<file path="src/rtl/mem_burst_ctrl.sv">
// Burst sequencer: expands one (addr, len, dir) command into per-beat strobes for a
// single-port memory with one-cycle registered response. Optional macro: MEM_BURST_BOUND_EN.
module mem_burst_ctrl #(
  parameter int WIDTH = 16,
  parameter int DEPTH = 64,
  parameter int ADDR  = $clog2(DEPTH),
  parameter int LEN_W = 4
) (
  input  logic             clk_i,
  input  logic             rst_i,
  input  logic             cmd_valid_i,
  output logic             cmd_ready_o,
  input  logic             cmd_wr_i,
  input  logic [ADDR-1:0]  cmd_addr_i,
  input  logic [LEN_W-1:0] cmd_len_i,
  input  logic             wdata_valid_i,
  output logic             wdata_ready_o,
  input  logic [WIDTH-1:0] wdata_i,
  output logic             rdata_valid_o,
  input  logic             rdata_ready_i,
  output logic [WIDTH-1:0] rdata_o,
  output logic             rdata_last_o,
  output logic             done_o,
  output logic             err_o,
  output logic             mem_valid_o,
  output logic             mem_wr_rd_o,
  output logic [ADDR-1:0]  mem_addr_o,
  output logic [WIDTH-1:0] mem_wdata_o,
  input  logic [WIDTH-1:0] mem_rdata_i,
  input  logic             mem_ready_i,
  output logic [2:0]       dbg_state_o
);

  typedef enum logic [2:0] {S_IDLE, S_WRITE, S_READ, S_DRAIN, S_DONE} state_t;

  state_t           r_state, w_next;
  logic [ADDR-1:0]  r_cur, w_cur_inc;
  logic [LEN_W:0]   r_left;
  logic [LEN_W:0]   r_rsp_left;
  logic [1:0]       r_inflight;
  logic [1:0]       r_occ;
  logic             r_wptr, r_rptr;
  logic [WIDTH-1:0] r_fifo_data [2];
  logic [1:0]       r_fifo_last;
  logic             r_mem_valid, r_mem_wr_rd;
  logic [ADDR-1:0]  r_mem_addr;
  logic [WIDTH-1:0] r_mem_wdata;

  logic w_cmd_hs, w_cmd_reject, w_cmd_go;
  logic w_wr_beat, w_rd_issue, w_issue, w_capture, w_pop;

  // All streams: a transfer happens on a clock edge where valid and ready are both high;
  // valid never waits on ready, and payload is held while valid & !ready.
  assign cmd_ready_o   = rst_i && (r_state == S_IDLE);
  assign wdata_ready_o = (r_state == S_WRITE);
  assign done_o        = (r_state == S_DONE);
  assign rdata_valid_o = (r_occ != 2'd0);
  assign rdata_o       = r_fifo_data[r_rptr];
  assign rdata_last_o  = rdata_valid_o && r_fifo_last[r_rptr];
  assign mem_valid_o   = r_mem_valid;
  assign mem_wr_rd_o   = r_mem_wr_rd;
  assign mem_addr_o    = r_mem_addr;
  assign mem_wdata_o   = r_mem_wdata;
  assign dbg_state_o   = r_state;

  assign w_cmd_hs  = cmd_valid_i && (r_state == S_IDLE);
  assign w_cmd_go  = w_cmd_hs && !w_cmd_reject;
  assign w_issue   = w_wr_beat || w_rd_issue;
  assign w_capture = mem_ready_i && (r_inflight != 2'd0);
  assign w_pop     = rdata_valid_o && rdata_ready_i;
  assign w_cur_inc = (r_cur == ADDR'(DEPTH - 1)) ? '0 : r_cur + 1'b1;

`ifdef MEM_BURST_BOUND_EN
  localparam int SUM_W = ADDR + LEN_W + 1;
  logic [SUM_W-1:0] w_end;
  logic             r_err;
  assign w_end        = SUM_W'(cmd_addr_i) + SUM_W'(cmd_len_i);
  assign w_cmd_reject = w_cmd_hs && (w_end > SUM_W'(DEPTH - 1));
  assign err_o        = r_err;

  always_ff @(posedge clk_i or negedge rst_i) begin
    if (!rst_i) r_err <= 1'b0;
    else        r_err <= w_cmd_reject;
  end
`else
  assign w_cmd_reject = 1'b0;
  assign err_o        = 1'b0;
`endif

  always_comb begin
    w_next     = r_state;
    w_wr_beat  = 1'b0;
    w_rd_issue = 1'b0;
    case (r_state)
      S_IDLE:  if (w_cmd_go) w_next = cmd_wr_i ? S_WRITE : S_READ;
      S_WRITE: begin
        if (wdata_valid_i) begin
          w_wr_beat = 1'b1;
          if (r_left == (LEN_W+1)'(1)) w_next = S_DONE;
        end
      end
      S_READ: begin
        // A read may only issue if its response is guaranteed a FIFO slot.
        if (({1'b0, r_occ} + {1'b0, r_inflight}) < 3'd2) begin
          w_rd_issue = 1'b1;
          if (r_left == (LEN_W+1)'(1)) w_next = S_DRAIN;
        end
      end
      S_DRAIN: if (r_inflight == 2'd0) w_next = S_DONE;
      S_DONE:  w_next = S_IDLE;
      default: w_next = S_IDLE;
    endcase
  end

  always_ff @(posedge clk_i or negedge rst_i) begin
    if (!rst_i) begin
      r_state        <= S_IDLE;
      r_cur          <= '0;
      r_left         <= '0;
      r_rsp_left     <= '0;
      r_inflight     <= '0;
      r_occ          <= '0;
      r_wptr         <= 1'b0;
      r_rptr         <= 1'b0;
      r_fifo_data[0] <= '0;
      r_fifo_data[1] <= '0;
      r_fifo_last    <= '0;
      r_mem_valid    <= 1'b0;
      r_mem_wr_rd    <= 1'b0;
      r_mem_addr     <= '0;
      r_mem_wdata    <= '0;
    end else begin
      r_state     <= w_next;
      r_mem_valid <= w_issue;
      if (w_cmd_go) begin
        r_cur  <= cmd_addr_i;
        r_left <= (LEN_W+1)'(cmd_len_i) + (LEN_W+1)'(1);
        if (!cmd_wr_i) r_rsp_left <= (LEN_W+1)'(cmd_len_i) + (LEN_W+1)'(1);
      end
      if (w_issue) begin
        r_cur       <= w_cur_inc;
        r_left      <= r_left - (LEN_W+1)'(1);
        r_mem_wr_rd <= w_wr_beat;
        r_mem_addr  <= r_cur;
        if (w_wr_beat) r_mem_wdata <= wdata_i;
      end
      case ({w_rd_issue, w_capture})
        2'b10:   r_inflight <= r_inflight + 2'd1;
        2'b01:   r_inflight <= r_inflight - 2'd1;
        default: r_inflight <= r_inflight;
      endcase
      if (w_capture) begin
        r_fifo_data[r_wptr] <= mem_rdata_i;
        r_fifo_last[r_wptr] <= (r_rsp_left == (LEN_W+1)'(1));
        r_wptr              <= ~r_wptr;
        r_rsp_left          <= r_rsp_left - (LEN_W+1)'(1);
      end
      if (w_pop) r_rptr <= ~r_rptr;
      case ({w_capture, w_pop})
        2'b10:   r_occ <= r_occ + 2'd1;
        2'b01:   r_occ <= r_occ - 2'd1;
        default: r_occ <= r_occ;
      endcase
    end
  end

endmodule
</file>
<file path="config.mk">
export PLATFORM = sky130hd
export DESIGN_NAME = mem_burst_ctrl
export DESIGN_NICKNAME = d
export VERILOG_FILES = /design/src/rtl/mem_burst_ctrl.sv
export SDC_FILE = /design/constraint.sdc
export NUM_CORES = 1
export LEC_CHECK = 0
export ABC_AREA = 1
export BUFFER_PORTS_ARGS = -buffer_cell sky130_fd_sc_hd__clkbuf_2
export CAP_MARGIN = 15
export CORE_MARGIN = 10
export CORE_UTILIZATION = 53
export DETAILED_ROUTE_END_ITERATION = 16
export PLACE_DENSITY_LB_ADDON = 0.3
export SLEW_MARGIN = 20
export SYNTH_ARGS = -nofsm -noshare
export SYNTH_HDL_FRONTEND = slang
export SYNTH_SLANG_ARGS = --single-unit
</file>
<file path="constraint.sdc">
create_clock -name clk_i -period 2.62 [get_ports clk_i]
set_input_delay 0.393 -clock clk_i [delete_from_list [all_inputs] [get_ports clk_i]]
set_output_delay 0.393 -clock clk_i [all_outputs]
set_load 0.02 [all_outputs]
</file>
==> results of run 1 <==
## power breakdown
group / switching, W / leakage, nW / internal [W]
clock network: 0.000507 / 0.0973 / 0.000454
registers: 0.000408 / 1.02 / 0.00191
logic: 0.00206 / 1.52 / 0.00115
total: 0.00297 / 2.63 / 0.00352
## cells by family (layout without fill, tap and decap cells)
logic type | Yosys count | count (layout)
compound gates | 69 | 69
xor+xnor | 15 | 15
fa+ha+maj | 9 | 9
buf+inv | 67 | 171
flops | 83 | 83
mux | 16 | 16
other cells | 1 | 1
simple gates | 203 | 203
## per-stage QoR
step                setup slack, ns  instances  hold WS (ns)  cell area [um2]  utilization
finish                        0.547        666         0.254             4810        0.656
global route                  0.340        666         0.238             4810        0.656
CTS                           0.539        666         0.242             4810        0.656
detailed placement            0.543        649         0.306             4590        0.627
global placement              0.599        649         0.301             4590        0.627
floorplan                     0.679        463        0.0974             4030            -
## metal layers
layer,up-vias,global-route usage,wire [um],part of all wire
met4,0,0.0445,84,0.0088
met2,89,0.295,4920,0.51
met1,1633,0.194,4000,0.42
met5,-,0,0,0
met3,7,0.0491,555,0.058
li1,1654,-,-,-
## area by class of cell
class                   count  area [um2]  share of cell area
clock inverters             7        80.1              0.0167
inverters                  52         195              0.0406
well taps                  99         124              0.0258
flip-flops and latches     83        2080               0.432
multi-input cells         313        1670               0.347
repair buffers            103         538               0.112
clock buffers               9         124              0.0258
## Yosys cell counts, types with 2 or more instances
| cell | count | area [um2] |
|---|---|---|
| nand2_1 | 155 | 582 |
| dfrtp_1 | 83 | 2080 |
| o21ai_0 | 49 | 245 |
| inv_1 | 48 | 180 |
| nor2_1 | 17 | 63.8 |
| nand3_1 | 15 | 75.1 |
| o21ai_1 | 10 | 50.1 |
| mux2_4 | 9 | 135 |
| xor2_1 | 9 | 78.8 |
| a21oi_1 | 8 | 40.0 |
| ha_1 | 8 | 100 |
| mux2_2 | 7 | 78.8 |
| xnor2_1 | 6 | 52.6 |
| clkbuf_1 | 5 | 18.8 |
| buf_2 | 4 | 20.0 |
| inv_2 | 4 | 15.0 |
| nand4_1 | 4 | 25.0 |
| buf_6 | 3 | 33.8 |
| nor3_1 | 3 | 15.0 |
| nand3_2 | 2 | 20.0 |
| nor2_2 | 2 | 12.5 |
| o211ai_1 | 2 | 15.0 |
## sequential cells by signal, indices dropped and copies added, names as in the netlist
register	flops
r_occ	2
mem_wr_rd_o	1
r_cur	6
r_fifo_last	2
r_rsp_left	5
r_left	5
mem_valid_o	1
dbg_state_o	3
r_fifo_data	32
mem_wdata_o	16
r_inflight	2
r_rptr	1
mem_addr_o	6
r_wptr	1
## final timing paths
check | from | end | cells after the start
worst max register to register | r_inflight[0]$_DFFE_PN0P_ | r_inflight[1]$_DFFE_PN0P_ | 9
min in group asynchronous | rst_i | r_fifo_data[27]$_DFFE_PN0P_ | 2
worst min register to register | r_fifo_last[1]$_DFFE_PN0P_ | r_fifo_last[1]$_DFFE_PN0P_ | 2
max in group asynchronous | rst_i | mem_addr_o[0]$_DFFE_PN0P_ | 3
worst max-delay path | r_inflight[0]$_DFFE_PN0P_ | r_inflight[1]$_DFFE_PN0P_ | 9
worst min-delay path | wdata_i[8] | mem_wdata_o[8]$_DFFE_PN0P_ | 2
## timing repair
item	CTS	global route
hold endpoints to repair	20	0
setup buffers	0	0
hold buffers	1	0
## worst max-delay path: stages (launching register included)
cell and delay [ns]:
dfrtp_1 0.43, nand2_1 0.09, fa_1 0.49, nand2_1 0.07, inv_1 0.06, nand3_2 0.12
ha_1 0.33, a21oi_1 0.11, o21ai_0 0.10, xor2_1 0.15
==> impl_metrics.tcl, run 1 <==
set metrics [dict create \
    worstSetupEndpointType "register" \
    final_cell_mix "nand2_1 (155), clkbuf_2 (95), dfrtp_1 (83)" \
    fin_crit_sh 0.791 \
    num_antenna_cells 0 \
    avgRoutedWirePerCell_um 14.3 \
    synth_compound_area_frac 0.0869 \
    grt_pass1_vias 3432 \
    cts_buffers 9 \
    synth_simple_gate_area_frac 0.211 \
    cts_tree "done" \
    start_kind "register" \
    ant_nets 0 \
    clockRootBuffer "clkbuf_8" \
    portBuffers 96 \
    vias 3383 \
    synth_cells 463 \
    path_max_fanout 5 \
    grt_usage 0.168 \
    setup_violations 0 \
    yosysSeqAreaShare 0.515 \
    cts.sinks 83 \
    path_class "reg -> reg" \
    viasPerCell 5.08 \
    synth_cell_type_count 32 \
    final.setup_skew_ns 0.0106 \
    synthXorXnorAreaFrac 0.0326 \
    drc 0 \
    status "complete, no violations" \
    areaGrowthSynthToFinish_pct 19.3 \
    final_common_cell "nand2_1" \
    finalPower_w 0.00649 \
    grt_pass1_wl_mm 15.9 \
    r2r_setup_slack_ns 0.55 \
    p_leak_nw 2.63 \
    antenna_found_initial 0 \
    place_congestion 0.810 \
    clk_pin_slew_ns 0.10 \
    routed_wl_mm 9.56 \
    clkLatencyLatePin_ns 0.36 \
    p_per_area_nw_per_um2 1350 \
    fmax_mhz 482 \
    htreeDepth 3 \
    dpl.hpwl_mm 7.12 \
    die_w_um 107 \
    worst_hold_path_type "in -> reg" \
    grt_max_degree 35 \
    tns_ns 0 \
    drt_iter0_drc 124 \
    hold_viol 0 \
    num_io_pins 98 \
    clk_path_buf_depth 2 \
    avgSynthCellArea_um2 8.70 \
    drive_gt1_frac 0.257 \
    cts_resized 0 \
    async_flop_share 1.00 \
    synth_top_family_by_area "simple AND/OR/NAND/NOR gates" \
    ys.warnings.count 0 \
    synthesis.area_um2 4030 \
    final_max_slew_viol_count 0 \
    synth-adder-area-share 0.0298 \
    cap_viol_max_count 0 \
    worstPathRequired_ns 2.86 \
    core_region_area_um2 7330 \
    rsz0062_at_grt "no" \
    synth-edff-count 0 \
    firstDrtPassIters 4 \
    synth_flop_cell "dfrtp_1" \
    initial_core_util 0.550 \
    dieArea_um2 11500 \
    std_cell_rows 31 \
    fillCellCount 593 \
    synth_nets 521 \
    die_y_um 107 \
    nNetsFinal 620 \
    synthMuxAreaShare 0.0531 \
    ys_ff_latch 83 \
    grt_overflow_total 0 \
    ir_worst_vdd_v 0.000641 \
    arrival_ns 2.31 \
    fin_crit_ns 2.07 \
]
No activity file was read; power rests on OpenSTA's default activity.
==> run 2: changes to the inputs <==
CORE_UTILIZATION = 48   (was 53)
clock period = 1.8 ns   (was 2.62 ns; I/O delays follow)
==> impl_metrics.tcl, run 2 (synthesis gave the netlist of run 1 again) <==
set metrics [dict create \
    status "complete, but fails checks" \
    violations "negative setup slack" \
    drive_gt1_frac 0.287 \
    min_to "mem_wdata_o[4]$_DFFE_PN0P_" \
    largest_reg_flops 32 \
    arrival_ns 2.07 \
    r2r-end "r_inflight[1]$_DFFE_PN0P_" \
    cts_tree "done" \
    min-delay-start "wdata_i[4]" \
    hold_depth 2 \
    fillCellCount 720 \
    place_congestion 0.793 \
    path_max_fanout 3 \
    start_kind "register" \
    final.setup_skew_ns 0.00830 \
    core_region_area_um2 8180 \
    grt_max_degree 84 \
    nNetsFinal 632 \
    worstPathRequired_ns 2.04 \
    viasPerCell 4.82 \
    grt_overflow_total 0 \
    cts_buffers 9 \
    final_max_slew_viol_count 0 \
    worst_hold_path_type "in -> reg" \
    final_cell_mix "nand2_1 (154), clkbuf_2 (95), dfrtp_1 (83)" \
    grt_usage 0.147 \
    cts.sinks 83 \
    avgRoutedWirePerCell_um 13.3 \
    worstSetupEndpointType "register" \
    final_common_cell "nand2_1" \
    p_leak_nw 2.70 \
    portBuffers 96 \
    finalPower_w 0.00963 \
    dpl.hpwl_mm 6.74 \
    p_per_area_nw_per_um2 1940 \
    drc 0 \
    grt_pass1_vias 3327 \
    hold_viol 0 \
    vias 3294 \
    num_io_pins 98 \
    htreeDepth 3 \
    dp_slack_ns -0.0275 \
    r2r_start "r_occ[1]$_DFFE_PN0P_" \
    clockRootBuffer "clkbuf_8" \
    num_antenna_cells 0 \
    antenna_found_initial 0 \
    firstDrtPassIters 5 \
    initial_core_util 0.493 \
    path_class "reg -> reg" \
    ir_worst_vdd_v 0.000883 \
    cap_viol_max_count 0 \
    largest_register "r_fifo_data" \
    clk_path_buf_depth 2 \
    setup_violations 1 \
    areaGrowthSynthToFinish_pct 23.3 \
    fin_crit_ns 1.83 \
    ant_nets 0 \
    std_cell_rows 33 \
    drt_iter0_drc 150 \
    reg2reg_depth 9 \
    die_y_um 112 \
    die_w_um 112 \
    r2r_setup_slack_ns -0.03 \
    multi_input_area_um2 1720 \
    clk_pin_slew_ns 0.09 \
    fin_crit_sh 1.02 \
    clkLatencyLatePin_ns 0.35 \
    grt_pass1_wl_mm 15.6 \
    fmax_mhz 546 \
    routed_wl_mm 9.12 \
    fin_ws_ns -0.0325 \
    dieArea_um2 12500 \
    seqCellArea_um2 2080 \
    rsz0062_at_grt "yes" \
]
[run 2: cell count changes in the layout (fill, tap and decap cells not counted), sizes merged]
cell,previous run,this run
buf,7,19
clkinv,0,4
inv,56,53
bufinv,1,0
[run 2: per-stage QoR]
stage / hold slack (ns) / TNS, ns / util / cell area [um2] / std cells
6_report: 0.143 / -0.0325 / 0.608 / 4970 / 684
5_1_grt: 0.133 / -0.985 / 0.608 / 4970 / 684
4_1_cts: 0.125 / -0.0234 / 0.603 / 4930 / 684
3_5_place_dp: 0.357 / -0.0411 / 0.578 / 4730 / 666
3_3_place_gp: 0.346 / -0.0167 / 0.578 / 4730 / 666
2_1_floorplan: -0.0256 / -0.0211 / - / 4050 / 463
[run 2: worst max-delay path, stage by stage, from the launching register on]
cell     delay, ns
dfrtp_1       0.38
inv_2         0.05
fa_1          0.53
nand2_2       0.06
inv_2         0.06
nand3_4       0.10
ha_4          0.24
a21oi_2       0.09
o21ai_1       0.08
xor2_1        0.14
[run 2: worst max path at each step]
stage,startpoint,endpoint,slack [ns],cells after the start
2_1_floorplan,r_inflight[0]$_DFFE_PN0P_,r_inflight[1]$_DFFE_PN0P_,-0.02,9
3_3_place_gp,r_inflight[1]$_DFFE_PN0P_,r_inflight[1]$_DFFE_PN0P_,-0.02,9
3_5_place_dp,r_occ[1]$_DFFE_PN0P_,r_left[2]$_DFFE_PN0P_,-0.03,10
4_1_cts,r_occ[1]$_DFFE_PN0P_,r_inflight[1]$_DFFE_PN0P_,-0.02,9
5_1_grt,r_occ[1]$_DFFE_PN0P_,r_inflight[1]$_DFFE_PN0P_,-0.14,9
6_report,r_occ[1]$_DFFE_PN0P_,r_inflight[1]$_DFFE_PN0P_,-0.03,9
[run 2: layer usage]
metal,global-route usage,vias up,wire [um]
met5,0,-,0
met4,0.0591,0,117
met3,0.0462,9,559
met2,0.240,71,4380
met1,0.174,1530,4050
li1,-,1684,-
[run 2: where the power goes]
part | switching [W] | total [W] | internal (W)
registers | 0.000565 | 0.00334 | 0.00278
logic | 0.00310 | 0.00508 | 0.00198
clock network | 0.000699 | 0.00121 | 0.000510
[run 2: layout make-up]
type | count | share of cell area
sequential | 83 | 0.418
clock inverter | 7 | 0.0108
multi-input combinational | 313 | 0.345
tap | 105 | 0.0264
clock buffer | 9 | 0.0249
inverter | 52 | 0.0413
timing repair buffer | 115 | 0.133
[run 2: repair_timing]
item / in CTS / in global routing
gates resized for setup: 3 / 12
endpoints found under the hold margin: 83 / 0
buffers inserted: 1 / 0
endpoints found under the setup margin: 7 / 19
hold buffers: 1 / 0
==> run 3: changes to the inputs <==
CORE_UTILIZATION = 50   (was 48)
CTS_BUF_LIST = sky130_fd_sc_hd__clkbuf_8   (was unset)
CTS_CLUSTER_DIAMETER = 60   (was unset)
==> impl_metrics.tcl, run 3 (synthesis gave the netlist of run 1 again) <==
set metrics [dict create \
    critical-path-top-delay-family "adder cells" \
    reg2reg_depth 9 \
    fin_crit_sh 1.06 \
    place_congestion 0.849 \
    path_max_fanout 2 \
    setup_violations 12 \
    largest_register "r_fifo_data" \
    cts_buffers 9 \
    crit_top_cell "inv_2" \
    die_y_um 110 \
    drt_iter0_drc 138 \
    path_buf_inv 2 \
    fin_ws_ns -0.100 \
    drive_gt1_frac 0.312 \
    tns_ns -0.506 \
    dpl.hpwl_mm 6.69 \
    final_cell_mix "nand2_1 (147), clkbuf_2 (94), dfrtp_1 (83)" \
    r2r_setup_slack_ns -0.10 \
    worstSetupEndpointType "register" \
    die_w_um 110 \
    cts_tree "done" \
    rsz0062_at_grt "yes" \
    grt_max_degree 84 \
    hold_depth 2 \
    ir_worst_vdd_v 0.00103 \
    status "complete, but fails checks" \
    utilization 0.658 \
    grt_pass1_vias 3445 \
    arrival_ns 2.12 \
    r2r-end "r_inflight[1]$_DFFE_PN0P_" \
    portBuffers 96 \
    core_region_area_um2 7770 \
    clk_path_buf_depth 2 \
    initial_core_util 0.519 \
    avgRoutedWirePerCell_um 13.9 \
    viasPerCell 4.97 \
    r2r_start "r_occ[1]$_DFFE_PN0P_" \
    grt_usage 0.159 \
    finalInstanceArea_um2 5110 \
    fillCellCount 660 \
    grt_use_met3 0.0532 \
    final_max_slew_viol_count 0 \
    worst_path_max_delay_cell "fa_1" \
    fin_crit_ns 1.90 \
    min_to "mem_wdata_o[15]$_DFFE_PN0P_" \
    nNetsFinal 634 \
    vias 3387 \
    p_leak_nw 2.76 \
    dieArea_um2 12100 \
    num_antenna_cells 0 \
    path_class "reg -> reg" \
    areaGrowthSynthToFinish_pct 26.8 \
    cap_viol_max_count 0 \
    final_common_cell "nand2_1" \
    hold_viol 0 \
    final.setup_skew_ns 0.0138 \
    htreeDepth 3 \
    worstPathCellList "inv_2, fa_1, nand2_2, inv_2, nand3_4, ha_4, a21oi_2, o21ai_2, xor2_1" \
    num_io_pins 98 \
    cts.sinks 83 \
    finalPower_w 0.0102 \
    place_area_um2 4740 \
    grt.met1_usage 0.192 \
    start_kind "register" \
    grt_pass1_wl_mm 15.5 \
    firstDrtPassIters 4 \
    top_usage_layer "met2" \
    min-delay-start "wdata_i[15]" \
    violations "negative setup slack" \
    clkLatencyLatePin_ns 0.34 \
    clk_pin_slew_ns 0.08 \
    slowest_delay_ns 0.52 \
    routed_wl_mm 9.46 \
    whs_ns 0.156 \
    worst_hold_path_type "in -> reg" \
    ant_nets 0 \
    clockRootBuffer "clkbuf_8" \
    p_per_area_nw_per_um2 2000 \
    std_cell_rows 32 \
    largest_reg_flops 32 \
    met2_usage 0.258 \
    grt_overflow_total 0 \
    antenna_found_initial 0 \
    drc 0 \
    worstPathRequired_ns 2.02 \
    fmax_mhz 526 \
]
[run 3: cell types whose count changed in the layout (fill, tap and decap cells not counted), sizes merged]
cell      before  now
clkinvlp       2    0
bufinv         0    1
clkbuf       104  105
buf           19   21
clkinv         4    3
[run 3: cell type report]
| class | instances | area [um2] | share of cell area |
|---|---|---|---|
| multi-input cells | 313 | 1770 | 0.346 |
| clock inverters | 5 | 61.3 | 0.0120 |
| well taps | 102 | 128 | 0.0250 |
| flip-flops and latches | 83 | 2080 | 0.407 |
| clock buffers | 10 | 138 | 0.0269 |
| repair buffers | 117 | 732 | 0.143 |
| inverters | 52 | 205 | 0.0402 |
[run 3: report_power, final]
group          total [W]  switching, W  internal, W
clock            0.00135      0.000667     0.000679
combinational    0.00554       0.00331      0.00223
sequential       0.00335      0.000568      0.00278
[run 3: how the worst max path moves through the flow]
stage                               from  cells past startpoint                        end  slack (ns)
3_3_place_gp   r_inflight[1]$_DFFE_PN0P_                      9  r_inflight[1]$_DFFE_PN0P_       -0.01
3_5_place_dp        r_occ[1]$_DFFE_PN0P_                      9  r_inflight[1]$_DFFE_PN0P_       -0.09
4_1_cts             r_occ[1]$_DFFE_PN0P_                      9  r_inflight[1]$_DFFE_PN0P_       -0.08
2_1_floorplan  r_inflight[0]$_DFFE_PN0P_                      9  r_inflight[1]$_DFFE_PN0P_       -0.02
6_report            r_occ[1]$_DFFE_PN0P_                      9  r_inflight[1]$_DFFE_PN0P_       -0.10
5_1_grt        r_inflight[1]$_DFFE_PN0P_                      9  r_inflight[1]$_DFFE_PN0P_       -0.17
[run 3: metrics by stage]
| step | instances | setup slack, ns |
|---|---|---|
| 6_report | 682 | -0.100 |
| 5_1_grt | 682 | -0.169 |
| 4_1_cts | 680 | -0.0812 |
| 3_5_place_dp | 663 | -0.0890 |
| 3_3_place_gp | 663 | -0.0122 |
| 2_1_floorplan | 463 | -0.0211 |
[run 3: worst register-to-register path: stages (launching register included)]
cell     delay (ns)
dfrtp_1        0.37
inv_2          0.05
fa_1           0.52
nand2_2        0.06
inv_2          0.08
nand3_4        0.11
ha_4           0.24
a21oi_2        0.12
o21ai_2        0.08
xor2_1         0.15
[run 3: layer usage]
layer | vias up | share of wire
met5 | - | 0
met4 | 0 | 0.0090
met3 | 9 | 0.082
met2 | 101 | 0.47
met1 | 1577 | 0.44
li1 | 1700 | -
[run 3: what timing repair did]
| action | in CTS | in global routing |
|---|---|---|
| pin swaps | 0 | 4 |
| gates resized for setup | 4 | 31 |
| endpoints found under the hold margin | 83 | 0 |
| hold buffers | 1 | 0 |
| gates cloned | 0 | 1 |
| setup endpoints to repair | 7 | 18 |
| buffers inserted | 1 | 1 |
